[src/rtl/uart_tx_arbiter_if.sv]
// ---------------------------------------------------------------------------
// uart_tx_arbiter_if
//
// Bundles the two byte-stream requesters, the UART TX FIFO write port and
// the arbiter status outputs into one interface.
//
//   req0_valid/data/last  requester 0 (game-state frames) byte offer
//   req0_ready            requester 0 byte accepted this cycle
//   req1_valid/data/last  requester 1 (link-sync frames) byte offer
//   req1_ready            requester 1 byte accepted this cycle
//   tx_full               UART TX FIFO full
//   wr_uart, w_data       registered one-cycle write strobe and byte
//   grant                 one-hot current owner, 00 when idle
//   frame_done            pulse when a frame terminates
//   frame_err             pulse when a frame is cut at the length limit
//
// Modports:
//   master  requester/FIFO side (drives offers and tx_full)
//   slave   arbiter side
// ---------------------------------------------------------------------------
interface uart_tx_arbiter_if;
  logic       req0_valid;
  logic [7:0] req0_data;
  logic       req0_last;
  logic       req0_ready;

  logic       req1_valid;
  logic [7:0] req1_data;
  logic       req1_last;
  logic       req1_ready;

  logic       tx_full;
  logic       wr_uart;
  logic [7:0] w_data;
  logic [1:0] grant;
  logic       frame_done;
  logic       frame_err;

  modport master (
    output req0_valid, req0_data, req0_last,
    output req1_valid, req1_data, req1_last,
    output tx_full,
    input  req0_ready, req1_ready,
    input  wr_uart, w_data, grant, frame_done, frame_err
  );

  modport slave (
    input  req0_valid, req0_data, req0_last,
    input  req1_valid, req1_data, req1_last,
    input  tx_full,
    output req0_ready, req1_ready,
    output wr_uart, w_data, grant, frame_done, frame_err
  );
endinterface

[src/rtl/uart_tx_arbiter.sv]
// ---------------------------------------------------------------------------
// uart_tx_arbiter
//
// Shares one UART TX FIFO between two framed byte sources. A requester is
// granted for a whole frame (until a byte with last=1, or until MAX_FRAME
// bytes have been taken, whichever comes first); the grant never moves
// mid-frame. Ties in IDLE go to the requester not granted last.
//
// Bytes are forwarded through a register: a transfer in cycle N produces
// wr_uart=1 / w_data=byte in cycle N+1. Ready is withheld while wr_uart is
// high so the FIFO's full flag has a cycle to reflect the write before the
// next byte is accepted; peak throughput is one byte every two cycles.
//
// Ports:
//   clk    system clock
//   rst_n  asynchronous reset, active low
//   bus    uart_tx_arbiter_if.slave (requesters, FIFO port, status)
//
// Parameters:
//   MAX_FRAME  maximum bytes accepted per grant before a forced frame end
// ---------------------------------------------------------------------------
module uart_tx_arbiter #(
  parameter int unsigned MAX_FRAME = 8
) (
  input  logic              clk,
  input  logic              rst_n,
  uart_tx_arbiter_if.slave  bus
);

  localparam int unsigned CntW = $clog2(MAX_FRAME + 1);
  // Count value held when the MAX_FRAME-th byte is being transferred.
  localparam logic [CntW-1:0] LastIdx = CntW'(MAX_FRAME - 1);

  // State encoding doubles as the one-hot grant output.
  typedef enum logic [1:0] {
    StIdle   = 2'b00,
    StGrant0 = 2'b01,
    StGrant1 = 2'b10
  } state_e;

  state_e          state_q;
  logic            last_owner_q;  // 0: requester 0 granted last, 1: requester 1
  logic [CntW-1:0] cnt_q;
  logic            wr_uart_q;
  logic [7:0]      w_data_q;
  logic            frame_done_q;
  logic            frame_err_q;

  logic       rdy0;
  logic       rdy1;
  logic       xfer0;
  logic       xfer1;
  logic       xfer;
  logic       x_last;
  logic [7:0] x_data;

  // Handshake. The !wr_uart_q term inserts the mandatory gap after each write.
  always_comb begin
    rdy0   = (state_q == StGrant0) && !bus.tx_full && !wr_uart_q;
    rdy1   = (state_q == StGrant1) && !bus.tx_full && !wr_uart_q;
    xfer0  = bus.req0_valid && rdy0;
    xfer1  = bus.req1_valid && rdy1;
    xfer   = xfer0 || xfer1;
    x_data = xfer1 ? bus.req1_data : bus.req0_data;
    x_last = xfer1 ? bus.req1_last : bus.req0_last;
  end

  always_ff @(posedge clk or negedge rst_n) begin
    if (!rst_n) begin
      state_q      <= StIdle;
      last_owner_q <= 1'b1;  // requester 0 wins the first tie
      cnt_q        <= '0;
      wr_uart_q    <= 1'b0;
      w_data_q     <= 8'h00;
      frame_done_q <= 1'b0;
      frame_err_q  <= 1'b0;
    end else begin
      wr_uart_q    <= xfer;
      frame_done_q <= 1'b0;
      frame_err_q  <= 1'b0;

      // w_data holds its value between transfers (including under tx_full).
      if (xfer) begin
        w_data_q <= x_data;
        cnt_q    <= cnt_q + CntW'(1);
      end

      unique case (state_q)
        StIdle: begin
          if (bus.req0_valid && (!bus.req1_valid || last_owner_q)) begin
            state_q      <= StGrant0;
            last_owner_q <= 1'b0;
            cnt_q        <= '0;
          end else if (bus.req1_valid) begin
            state_q      <= StGrant1;
            last_owner_q <= 1'b1;
            cnt_q        <= '0;
          end
        end
        StGrant0, StGrant1: begin
          if (xfer) begin
            if (x_last) begin
              state_q      <= StIdle;
              frame_done_q <= 1'b1;
            end else if (cnt_q == LastIdx) begin
              // Over-long frame: cut it; the rest re-arbitrates as a new frame.
              state_q      <= StIdle;
              frame_done_q <= 1'b1;
              frame_err_q  <= 1'b1;
            end
          end
        end
        default: state_q <= StIdle;
      endcase
    end
  end

  assign bus.req0_ready = rdy0;
  assign bus.req1_ready = rdy1;
  assign bus.wr_uart    = wr_uart_q;
  assign bus.w_data     = w_data_q;
  assign bus.grant      = state_q;
  assign bus.frame_done = frame_done_q;
  assign bus.frame_err  = frame_err_q;

endmodule

[src/flat_wrapper.sv]
// flat-port wrapper written by rule: the top's interface ports become plain ports
module uart_tx_arbiter_flat 
#(
  parameter int unsigned MAX_FRAME = 8
)
  (clk, rst_n, bus_req0_valid, bus_req0_data, bus_req0_last, bus_req1_valid, bus_req1_data, bus_req1_last, bus_tx_full, bus_req0_ready, bus_req1_ready, bus_wr_uart, bus_w_data, bus_grant, bus_frame_done, bus_frame_err);
  uart_tx_arbiter_if bus_i ();
  input  logic clk;
  input  logic rst_n;
  input wire logic [$bits(bus_i.req0_valid)-1:0] bus_req0_valid;
  input wire logic [$bits(bus_i.req0_data)-1:0] bus_req0_data;
  input wire logic [$bits(bus_i.req0_last)-1:0] bus_req0_last;
  input wire logic [$bits(bus_i.req1_valid)-1:0] bus_req1_valid;
  input wire logic [$bits(bus_i.req1_data)-1:0] bus_req1_data;
  input wire logic [$bits(bus_i.req1_last)-1:0] bus_req1_last;
  input wire logic [$bits(bus_i.tx_full)-1:0] bus_tx_full;
  output wire logic [$bits(bus_i.req0_ready)-1:0] bus_req0_ready;
  output wire logic [$bits(bus_i.req1_ready)-1:0] bus_req1_ready;
  output wire logic [$bits(bus_i.wr_uart)-1:0] bus_wr_uart;
  output wire logic [$bits(bus_i.w_data)-1:0] bus_w_data;
  output wire logic [$bits(bus_i.grant)-1:0] bus_grant;
  output wire logic [$bits(bus_i.frame_done)-1:0] bus_frame_done;
  output wire logic [$bits(bus_i.frame_err)-1:0] bus_frame_err;
  assign bus_i.req0_valid = bus_req0_valid;
  assign bus_i.req0_data = bus_req0_data;
  assign bus_i.req0_last = bus_req0_last;
  assign bus_i.req1_valid = bus_req1_valid;
  assign bus_i.req1_data = bus_req1_data;
  assign bus_i.req1_last = bus_req1_last;
  assign bus_i.tx_full = bus_tx_full;
  assign bus_req0_ready = bus_i.req0_ready;
  assign bus_req1_ready = bus_i.req1_ready;
  assign bus_wr_uart = bus_i.wr_uart;
  assign bus_w_data = bus_i.w_data;
  assign bus_grant = bus_i.grant;
  assign bus_frame_done = bus_i.frame_done;
  assign bus_frame_err = bus_i.frame_err;
  uart_tx_arbiter #(.MAX_FRAME(MAX_FRAME)) u_core (.clk(clk), .rst_n(rst_n), .bus(bus_i));
endmodule
[config.mk]
export PLATFORM = sky130hd
export DESIGN_NAME = uart_tx_arbiter_flat
export DESIGN_NICKNAME = d
export VERILOG_FILES = /design/src/rtl/uart_tx_arbiter_if.sv /design/src/rtl/uart_tx_arbiter.sv /design/src/flat_wrapper.sv
export SDC_FILE = /design/constraint.sdc
export NUM_CORES = 1
export LEC_CHECK = 0
export BUFFER_PORTS_ARGS = -buffer_cell sky130_fd_sc_hd__buf_2
export CAP_MARGIN = 20
export CORE_UTILIZATION = 50
export DETAILED_ROUTE_END_ITERATION = 6
export PLACE_DENSITY = 0.91
export SYNTH_ARGS = -nofsm -noshare
export SYNTH_HDL_FRONTEND = slang
export SYNTH_SLANG_ARGS = --single-unit
export TNS_END_PERCENT = 30
[constraint.sdc]
create_clock -name clk -period 3.3 [get_ports clk]
set_clock_uncertainty 0.2 [all_clocks]
set_input_delay 0.33 -clock clk [delete_from_list [all_inputs] [get_ports clk]]
set_output_delay 0.33 -clock clk [all_outputs]
set_load 0.03 [all_outputs]
==> results of run 1 <==
[power by group]
part,internal (W),leakage [nW],switching [W]
Sequential,0.000299,0.222,0.0000502
Combinational,0.000170,0.327,0.000316
Clock,0.0000671,0.0210,0.0000705
[area by class of cell]
| class | count | area [um2] | area share, % |
|---|---|---|---|
| clock buffer | 4 | 36.3 | 3.06 |
| inverter | 4 | 15.0 | 1.27 |
| multi-input combinational | 65 | 448 | 37.8 |
| sequential | 18 | 452 | 38.1 |
| tap | 25 | 31.3 | 2.64 |
| timing repair buffer | 39 | 203 | 17.1 |
[metrics by stage]
stage	hold slack (ns)	util [%]	power [W]
6_report	0.137	68.6	0.000973
5_1_grt	0.137	68.6	0.00104
4_1_cts	0.127	68.6	0.000976
3_5_place_dp	0.0829	65.9	0.000840
3_3_place_gp	0.0767	65.9	0.000813
2_1_floorplan	-0.166	-	0.000699
[flip-flops by register name (all words and copies together) (netlist names)]
name	cells
u_core.bus.w_data	8
u_core.cnt_q	4
u_core.bus.grant	2
u_core.bus.frame_done	1
u_core.bus.frame_err	1
u_core.bus.wr_uart	1
u_core.last_owner_q	1
[cells in the mapped netlist (2+ instances only)]
cell	instances	area, um2
a21oi_1	10	50.1
a22o_1	2	17.5
dfrtp_1	17	425
ha_1	4	50.1
inv_1	4	15.0
mux2i_1	9	90.1
nand2_1	5	18.8
nor2_1	15	56.3
nor3_1	2	10.0
nor3b_1	2	15.0
o221ai_1	2	17.5
xnor2_1	3	26.3
[final timing paths]
| path | startpoint | to | slack, ns | cells past startpoint |
|---|---|---|---|---|
| min in group asynchronous | rst_n | u_core.bus.w_data[5]$_DFFE_PN0P_ | 0.28 | 2 |
| min | bus_tx_full | u_core.bus.wr_uart$_DFF_PN0_ | 0.14 | 2 |
| max | u_core.bus.grant[0]$_DFFE_PN0P_ | u_core.bus.grant[0]$_DFFE_PN0P_ | 0.95 | 6 |
| min reg2reg | u_core.last_owner_q$_DFFE_PN1P_ | u_core.last_owner_q$_DFFE_PN1P_ | 0.30 | 2 |
| max in group asynchronous | rst_n | u_core.last_owner_q$_DFFE_PN1P_ | 2.30 | 2 |
| max reg2reg | u_core.bus.grant[0]$_DFFE_PN0P_ | u_core.bus.grant[0]$_DFFE_PN0P_ | 0.95 | 6 |
[repair_timing]
item	CTS	global route
hold endpoints to repair	17	0
hold buffers	1	0
endpoints found under the setup margin	0	0
[cell families after synthesis]
logic type / share of synthesized area (%)
adder cells (fa/ha/maj): 5.38
flip-flops: 48.6
XOR/XNOR: 2.83
AO/OA/AOI/OAI: 12.1
AND/OR/NAND/NOR: 16.0
multiplexers: 11.3
buffers and inverters: 3.77
[layer usage]
metal | wire (um) | GRT usage (%) | up-vias
met5 | 0 | 0 | -
met4 | 18 | 10.3 | 0
met3 | 61 | 3.60 | 4
met2 | 1110 | 38.3 | 18
met1 | 838 | 27.7 | 379
li1 | - | - | 399
==> flow_summary.json, run 1 <==
{
  "syn_inst": 90,
  "finalCriticalPeriod_ns": 2.35,
  "rsz0062_at_grt": "false",
  "end_kind": "flop",
  "finalSetupViolations": 0,
  "port_buffers": 37,
  "ir_worst_vdd_mv": 0.504,
  "hpwl_um": 1590,
  "hold_class": "input pin to flop",
  "synthDistinctLibCells": 27,
  "clock_latency_ns": 0.29,
  "crit_required_ns": 3.29,
  "drc": 0,
  "max-cap-violations": 0,
  "slowest_delay_ns": 0.55,
  "async_reset_ff_share_pct": 100,
  "antenna_found_initial": 0,
  "leakage_nw": 0.570,
  "finalHoldViolations": 0,
  "path_max_fanout": 9,
  "clock-sinks": 18,
  "grt_pass1_vias": 775,
  "mostFrequentLayoutCell": "buf_2",
  "num_vias": 800,
  "critical_path_arrival_ns": 2.34,
  "synth_edf_count": 0,
  "io_pins": 38,
  "synth_flop_cell": "dfrtp_1",
  "crit_type": "flop to flop",
  "post_cts_buffers": 0,
  "grt_pass1_wl_um": 3320,
  "grt_max_degree": 19,
  "max_slew_margin_pct": 65.1,
  "run_status": "completed",
  "antenna_cells": 0,
  "pwr_density_cell_mw_per_mm2": 821,
  "path_clk_slew_ns": 0.11,
  "ys_seq_elements": 18,
  "num_rows": 15,
  "syn-cell-area_um2": 930,
  "clock-root-buffer": "clkbuf_4",
  "wl_um": 2030,
  "final_cell_mix": "buf_2 (37), dfrtp_1 (17), nor2_1 (15)",
  "fin_nets": 158,
  "cts_buffer_depth": 2,
  "tightestPinTransition_ns": 0.524,
  "slowest_stage": "and4bb_1",
  "firstDrtPassIters": 4,
  "drt_iter0_markers": 17,
  "setup_tns_ns": 0,
  "synth_warnings": 0,
  "cts_inserted_buffers": 3,
  "synth.avg_cell_area_um2": 10.3,
  "drive_gt1_share_pct": 35.4,
  "area_delta_synth_final_pct": 27.5,
  "track_usage_pct": 22.5,
  "antenna_left": 0,
  "dp_cells": 150,
  "min_period_over_period_pct": 71.3,
  "cts_tree": "done",
  "wire_per_inst_um": 13.1,
  "crit_family": "simple AND/OR/NAND/NOR gates",
  "cp_cell_sequence": "inv_1 -> ha_1 -> and4bb_1 -> mux2_4 -> o21a_1 -> a22o_1",
  "grt_overflow": 0,
  "design_area_mm2": 0.00118,
  "slew_viol_final": 0,
  "via_per_inst": 5.16,
  "cts-resized-gates": 0,
  "coreArea_mm2": 0.00173,
  "die_w_um": 45.1,
  "synth-seq-area-share_pct": 48.6,
  "h-tree-depth": 1,
  "critPathLaunchType": "flop",
  "initial_core_util_pct": 53.8,
  "fmax_ghz": 0.425,
  "cp.buffers_inverters": 1,
  "synth_fp_nets": 117,
  "fillCellCount": 143,
  "place.gp.congestion": 0.944,
  "preCtsSetupSlack_ns": 0.972,
  "setup_slack_ns": 0.946,
  "dpl-instance-area_mm2": 0.00114,
  "die_h_um": 45.1,
  "die_area_mm2": 0.00204,
  "fin_cells": 155
}
No activity file was read; power rests on OpenSTA's default activity.
==> run 2: changes to the inputs <==
ABC_AREA = 1   (was default)
CORE_UTILIZATION = 47   (was 50)
PLACE_DENSITY = 0.87   (was 0.91)
clock period = 2.3 ns   (was 3.3 ns; I/O delays follow)
==> flow_summary.json, run 2 <==
{
  "firstDrtPassIters": 5,
  "end_kind": "flop",
  "max-cap-violations": 0,
  "hold_slack_ns": -0.00588,
  "largest_reg_flops": 8,
  "synth_flop_cell": "dfrtp_1",
  "max_slew_margin_pct": 69.4,
  "antenna_left": 0,
  "pwr_density_cell_mw_per_mm2": 1080,
  "finalCriticalPeriod_ns": 2.04,
  "critical_path_arrival_ns": 2.05,
  "clock-root-buffer": "clkbuf_4",
  "clock_latency_ns": 0.30,
  "tightestPinTransition_ns": 0.454,
  "initial_core_util_pct": 52.4,
  "synth_common_cells": "dfrtp_1 (17), nand2_1 (17), nor2_1 (17)",
  "intPower_w": 0.000779,
  "path_clk_slew_ns": 0.11,
  "slew_viol_final": 0,
  "drc": 0,
  "drive_gt1_share_pct": 31.5,
  "via_per_inst": 5.59,
  "synth_top_area_share_pct": 44.6,
  "min_period_over_period_pct": 88.7,
  "coreArea_mm2": 0.00182,
  "ir_worst_vdd_mv": 0.774,
  "port_buffers": 37,
  "violations": "negative hold slack",
  "wire_per_inst_um": 14.9,
  "track_usage_pct": 28.9,
  "grt_max_degree": 26,
  "run_status": "finished with violations",
  "synth_fp_nets": 136,
  "combPwrFrac_pct": 51.1,
  "syn_inst": 109,
  "num_rows": 15,
  "post_cts_buffers": 0,
  "rsz0062_at_grt": "false",
  "ctsHoldBuffers": 13,
  "fmax_ghz": 0.490,
  "crit_type": "flop to flop",
  "grt_pass1_vias": 966,
  "synth-seq-area-share_pct": 47.4,
  "synth_area_leaders": "dfrtp_1 (45%), nand2_1 (6.7%), nor2_1 (6.7%)",
  "p_clk_share_pct": 13.9,
  "dpl-instance-area_mm2": 0.00115,
  "num_vias": 1051,
  "synth.avg_cell_area_um2": 8.75,
  "clock-sinks": 18,
  "synth_warnings": 0,
  "crit_required_ns": 2.31,
  "io_pins": 38,
  "die_area_mm2": 0.00221,
  "setup_tns_ns": 0,
  "hold_class": "input pin to flop",
  "leakage_nw": 0.675,
  "cts_inserted_buffers": 3,
  "path_max_fanout": 25,
  "h-tree-depth": 1,
  "area_delta_synth_final_pct": 40.4,
  "grt_overflow": 0,
  "preCtsSetupSlack_ns": 0.328,
  "mostFrequentLayoutCell": "buf_2",
  "cts_tree": "done",
  "syn-cell-area_um2": 953,
  "design_area_mm2": 0.00134,
  "finalSetupViolations": 0,
  "ys_seq_elements": 18,
  "synth_edf_count": 0,
  "setup_slack_ns": 0.260,
  "die_h_um": 47.0,
  "async_reset_ff_share_pct": 100,
  "fin_nets": 190,
  "p_sw_w": 0.000674,
  "drt_iter0_markers": 44,
  "antenna_found_initial": 0,
  "seqPwrFrac_pct": 35.1,
  "swShare_pct": 46.4,
  "fillCellCount": 126,
  "finalHoldViolations": 1,
  "die_w_um": 47.0,
  "place.gp.congestion": 0.790,
  "cts_buffer_depth": 2,
  "synthDistinctLibCells": 22,
  "hpwl_um": 1680,
  "critPathLaunchType": "flop",
  "final_cell_mix": "buf_2 (37), nand2_1 (17), nor2_1 (17), dfrtp_1 (17), dlygate4sd3_1 (15)",
  "grt_pass1_wl_um": 4250,
  "yosysTopAreaCell": "dfrtp_1",
  "final_util_pct": 73.5,
  "cts-resized-gates": 0,
  "wl_um": 2810
}
## run 2: cells by family after synthesis
| group | Yosys count | share of synthesized area (%) |
|---|---|---|
| adders and majority gates | 4 | 5.25 |
| and+or+nand+nor | 57 | 29.8 |
| AOI/OAI and AO/OA | 18 | 11.0 |
| buffers and inverters | 11 | 5.64 |
| DFF | 18 | 47.4 |
| xor gates and xnor gates | 1 | 0.919 |
## run 2: per-layer routing
layer	GRT usage, %	wire (um)
met1	32.2	1020
met2	46.4	1440
met5	0	0
met3	8.46	170
met4	22.3	178
## run 2: worst max-delay path: stages (launching register included)
cell     delay (ns)
dfrtp_1        0.43
inv_1          0.10
ha_1           0.20
nand3_2        0.25
nand2_2        0.42
inv_1          0.13
o21ai_0        0.16
nor2_1         0.05
## run 2: worst paths after layout
| check | start | slack, ns | depth (start not counted) | endpoint |
|---|---|---|---|---|
| min | bus_req1_data[3] | -0.006 | 3 | u_core.bus.w_data[3]$_DFFE_PN0P_ |
| max reg2reg | u_core.bus.grant[0]$_DFFE_PN0P_ | 0.26 | 7 | u_core.cnt_q[2]$_DFF_PN0_ |
| max | u_core.bus.grant[0]$_DFFE_PN0P_ | 0.26 | 7 | u_core.cnt_q[2]$_DFF_PN0_ |
| min reg2reg | u_core.last_owner_q$_DFFE_PN1P_ | 0.29 | 2 | u_core.last_owner_q$_DFFE_PN1P_ |
| min in group asynchronous | rst_n | 0.17 | 2 | u_core.cnt_q[2]$_DFF_PN0_ |
| max in group asynchronous | rst_n | 1.40 | 2 | u_core.last_owner_q$_DFFE_PN1P_ |
## run 2: power groups by stage
stage,Clock [W],Sequential [W],Combinational (W)
after CTS,0.000201,0.000505,0.000727
after detailed placement,0,0.000511,0.000708
after global routing,0.000223,0.000522,0.000811
final,0.000201,0.000509,0.000742
after floorplan,0,0.000679,0.000341
after global placement,0,0.000504,0.000688
## run 2: area by class of cell
type	count	area (um2)	share of cell area, %
timing repair buffer	53	343	25.6
multi-input combinational	80	448	33.5
sequential	18	452	33.7
tap	25	31.3	2.34
clock buffer	4	36.3	2.71
inverter	7	26.3	1.96
antenna	1	2.50	0.187
## run 2: through the flow
step                std cells  power [W]
floorplan                 109    0.00102
global placement          168    0.00119
detailed placement        168    0.00122
CTS                       185    0.00143
global route              187    0.00156
finish                    188    0.00145
==> run 3: changes to the inputs <==
==> constraint.sdc (replaced) <==
create_clock -name clk -period 2.3 [get_ports clk]
set_clock_uncertainty 0.2 [all_clocks]
set_input_delay 0.46 -clock clk [delete_from_list [all_inputs] [get_ports clk]]
set_output_delay 0.46 -clock clk [all_outputs]
set_load 0.03 [all_outputs]
==> flow_summary.json, run 3 (same netlist as run 2, synthesis figures left out) <==
{
  "run_status": "completed",
  "p_sw_w": 0.000655,
  "tightestPinTransition_ns": 0.422,
  "port_buffers": 37,
  "drc": 0,
  "wl_um": 2280,
  "drt_iter0_markers": 32,
  "firstDrtPassIters": 4,
  "final_cell_mix": "buf_2 (37), nand2_1 (17), nor2_1 (17), dfrtp_1 (17), nand3_1 (12)",
  "worst-r2r-cell-count": 7,
  "reg2reg_from": "u_core.bus.grant[0]$_DFFE_PN0P_",
  "p_clk_share_pct": 13.8,
  "grt_overflow": 0,
  "antenna_cells": 0,
  "r2r-end": "u_core.cnt_q[2]$_DFF_PN0_",
  "whs_path_depth": 3,
  "setup_slack_ns": 0.157,
  "preCtsSetupSlack_ns": 0.469,
  "slew_viol_final": 0,
  "clock-sinks": 18,
  "leakage_nw": 0.621,
  "io_pins": 38,
  "slowest_stage": "dfrtp_1",
  "fmax_ghz": 0.467,
  "via_per_inst": 5.25,
  "grt_pass1_vias": 858,
  "critical_path_arrival_ns": 1.48,
  "cts_tree": "done",
  "largest_reg_flops": 8,
  "area_delta_synth_final_pct": 26.2,
  "coreArea_mm2": 0.00182,
  "finalSetupViolations": 0,
  "grt_max_degree": 26,
  "cts_inserted_buffers": 3,
  "r2r_setup_slack_ns": 0.44,
  "max-cap-violations": 0,
  "slowest_delay_ns": 0.43,
  "clock_latency_ns": 0.30,
  "cts_buffer_depth": 2,
  "end_kind": "output port",
  "crit_type": "flop to output port",
  "min_period_over_period_pct": 93.2,
  "initial_core_util_pct": 52.4,
  "min-delay-start": "bus_req0_data[0]",
  "clock-root-buffer": "clkbuf_4",
  "place.gp.congestion": 0.793,
  "swShare_pct": 46.1,
  "seqPwrFrac_pct": 35.7,
  "drive_gt1_share_pct": 34.9,
  "grt_pass1_wl_um": 3430,
  "hold_class": "input pin to flop",
  "die_w_um": 47.0,
  "path_clk_slew_ns": 0.11,
  "setup_tns_ns": 0,
  "dpl-instance-area_mm2": 0.00116,
  "path_max_fanout": 4,
  "combPwrFrac_pct": 50.5,
  "num_rows": 15,
  "final_util_pct": 66.1,
  "die_h_um": 47.0,
  "power.total_w": 0.00142,
  "rsz0062_at_grt": "false",
  "crit_required_ns": 1.64,
  "cp_cell_sequence": "inv_1 -> ha_1 -> nor3b_2 -> buf_2",
  "finalHoldViolations": 0,
  "num_vias": 913,
  "design_area_mm2": 0.00120,
  "max_slew_margin_pct": 71.6,
  "h-tree-depth": 1,
  "ir_worst_vdd_mv": 0.749,
  "min_to": "u_core.bus.w_data[0]$_DFFE_PN0P_",
  "track_usage_pct": 22.9,
  "antenna_left": 0,
  "hpwl_um": 1690,
  "finalCriticalPeriod_ns": 2.14,
  "pwr_density_cell_mw_per_mm2": 1180,
  "die_area_mm2": 0.00221,
  "wire_per_inst_um": 13.1,
  "antenna_found_initial": 0,
  "critPathLaunchType": "flop",
  "mostFrequentLayoutCell": "buf_2",
  "fin_nets": 177,
  "intPower_w": 0.000766
}
-- run 3: changes by cell type in the layout (fill, tap and decap cells not counted) --
cell,before,now
dlygate4sd3_1,15,1
buf_4,1,2
diode_2,1,0
-- run 3: timing repair --
action,CTS,global route
resized for setup,0,0
setup buffers,0,0
hold endpoints to repair,17,0
hold buffers,1,0
-- run 3: worst max path at each step --
stage | startpoint | slack [ns] | end | cells after the start
floorplan | u_core.bus.grant[1]$_DFFE_PN0P_ | 0.11 | bus_req0_ready | 3
global placement | bus_tx_full | 0.53 | u_core.cnt_q[2]$_DFF_PN0_ | 7
detailed placement | bus_req1_valid | 0.47 | u_core.cnt_q[2]$_DFF_PN0_ | 6
CTS | u_core.bus.grant[0]$_DFFE_PN0P_ | 0.16 | bus_req1_ready | 4
global route | u_core.bus.grant[0]$_DFFE_PN0P_ | 0.03 | bus_req1_ready | 4
finish | u_core.bus.grant[0]$_DFFE_PN0P_ | 0.16 | bus_req1_ready | 4
-- run 3: routing by layer --
| metal | track usage [%] | vias up | wire (um) |
|---|---|---|---|
| li1 | - | 448 | - |
| met1 | 25.7 | 437 | 941 |
| met2 | 41.7 | 26 | 1220 |
| met3 | 5.77 | 2 | 96 |
| met4 | 8.00 | 0 | 21 |
| met5 | 0 | - | 0 |
-- run 3: stage by stage --
step / instances / hold slack [ns]
after floorplan: 109 / -0.0356
after detailed placement: 169 / 0.212
after global routing: 174 / 0.204
after global placement: 169 / 0.203
after CTS: 174 / 0.203
final: 174 / 0.208
-- run 3: power by group through the flow --
stage                     registers, W  clock network, W  logic, W
after floorplan               0.000679                 0  0.000341
after global placement        0.000503                 0  0.000690
after detailed placement      0.000512                 0  0.000712
after CTS                     0.000505          0.000202  0.000720
after global routing          0.000519          0.000214  0.000789
final                         0.000507          0.000196  0.000718
-- run 3: final cells by class --
class / count / area, um2
Sequential cell: 18 / 452
Inverter: 7 / 26.3
Clock buffer: 4 / 36.3
Timing Repair Buffer: 40 / 210
Tap cell: 25 / 31.3
Fill cell: 160 / 617
Multi-Input combinational cell: 80 / 448
-- run 3: worst max-delay path, delay by kind of cell, from the launching register on --
| kind | cells | cell delay [ns] |
|---|---|---|
| flip-flops | 1 | 0.43 |
| buffers and inverters | 2 | 0.34 |
| adder cells (fa/ha/maj) | 1 | 0.21 |
| AND/OR/NAND/NOR | 1 | 0.21 |
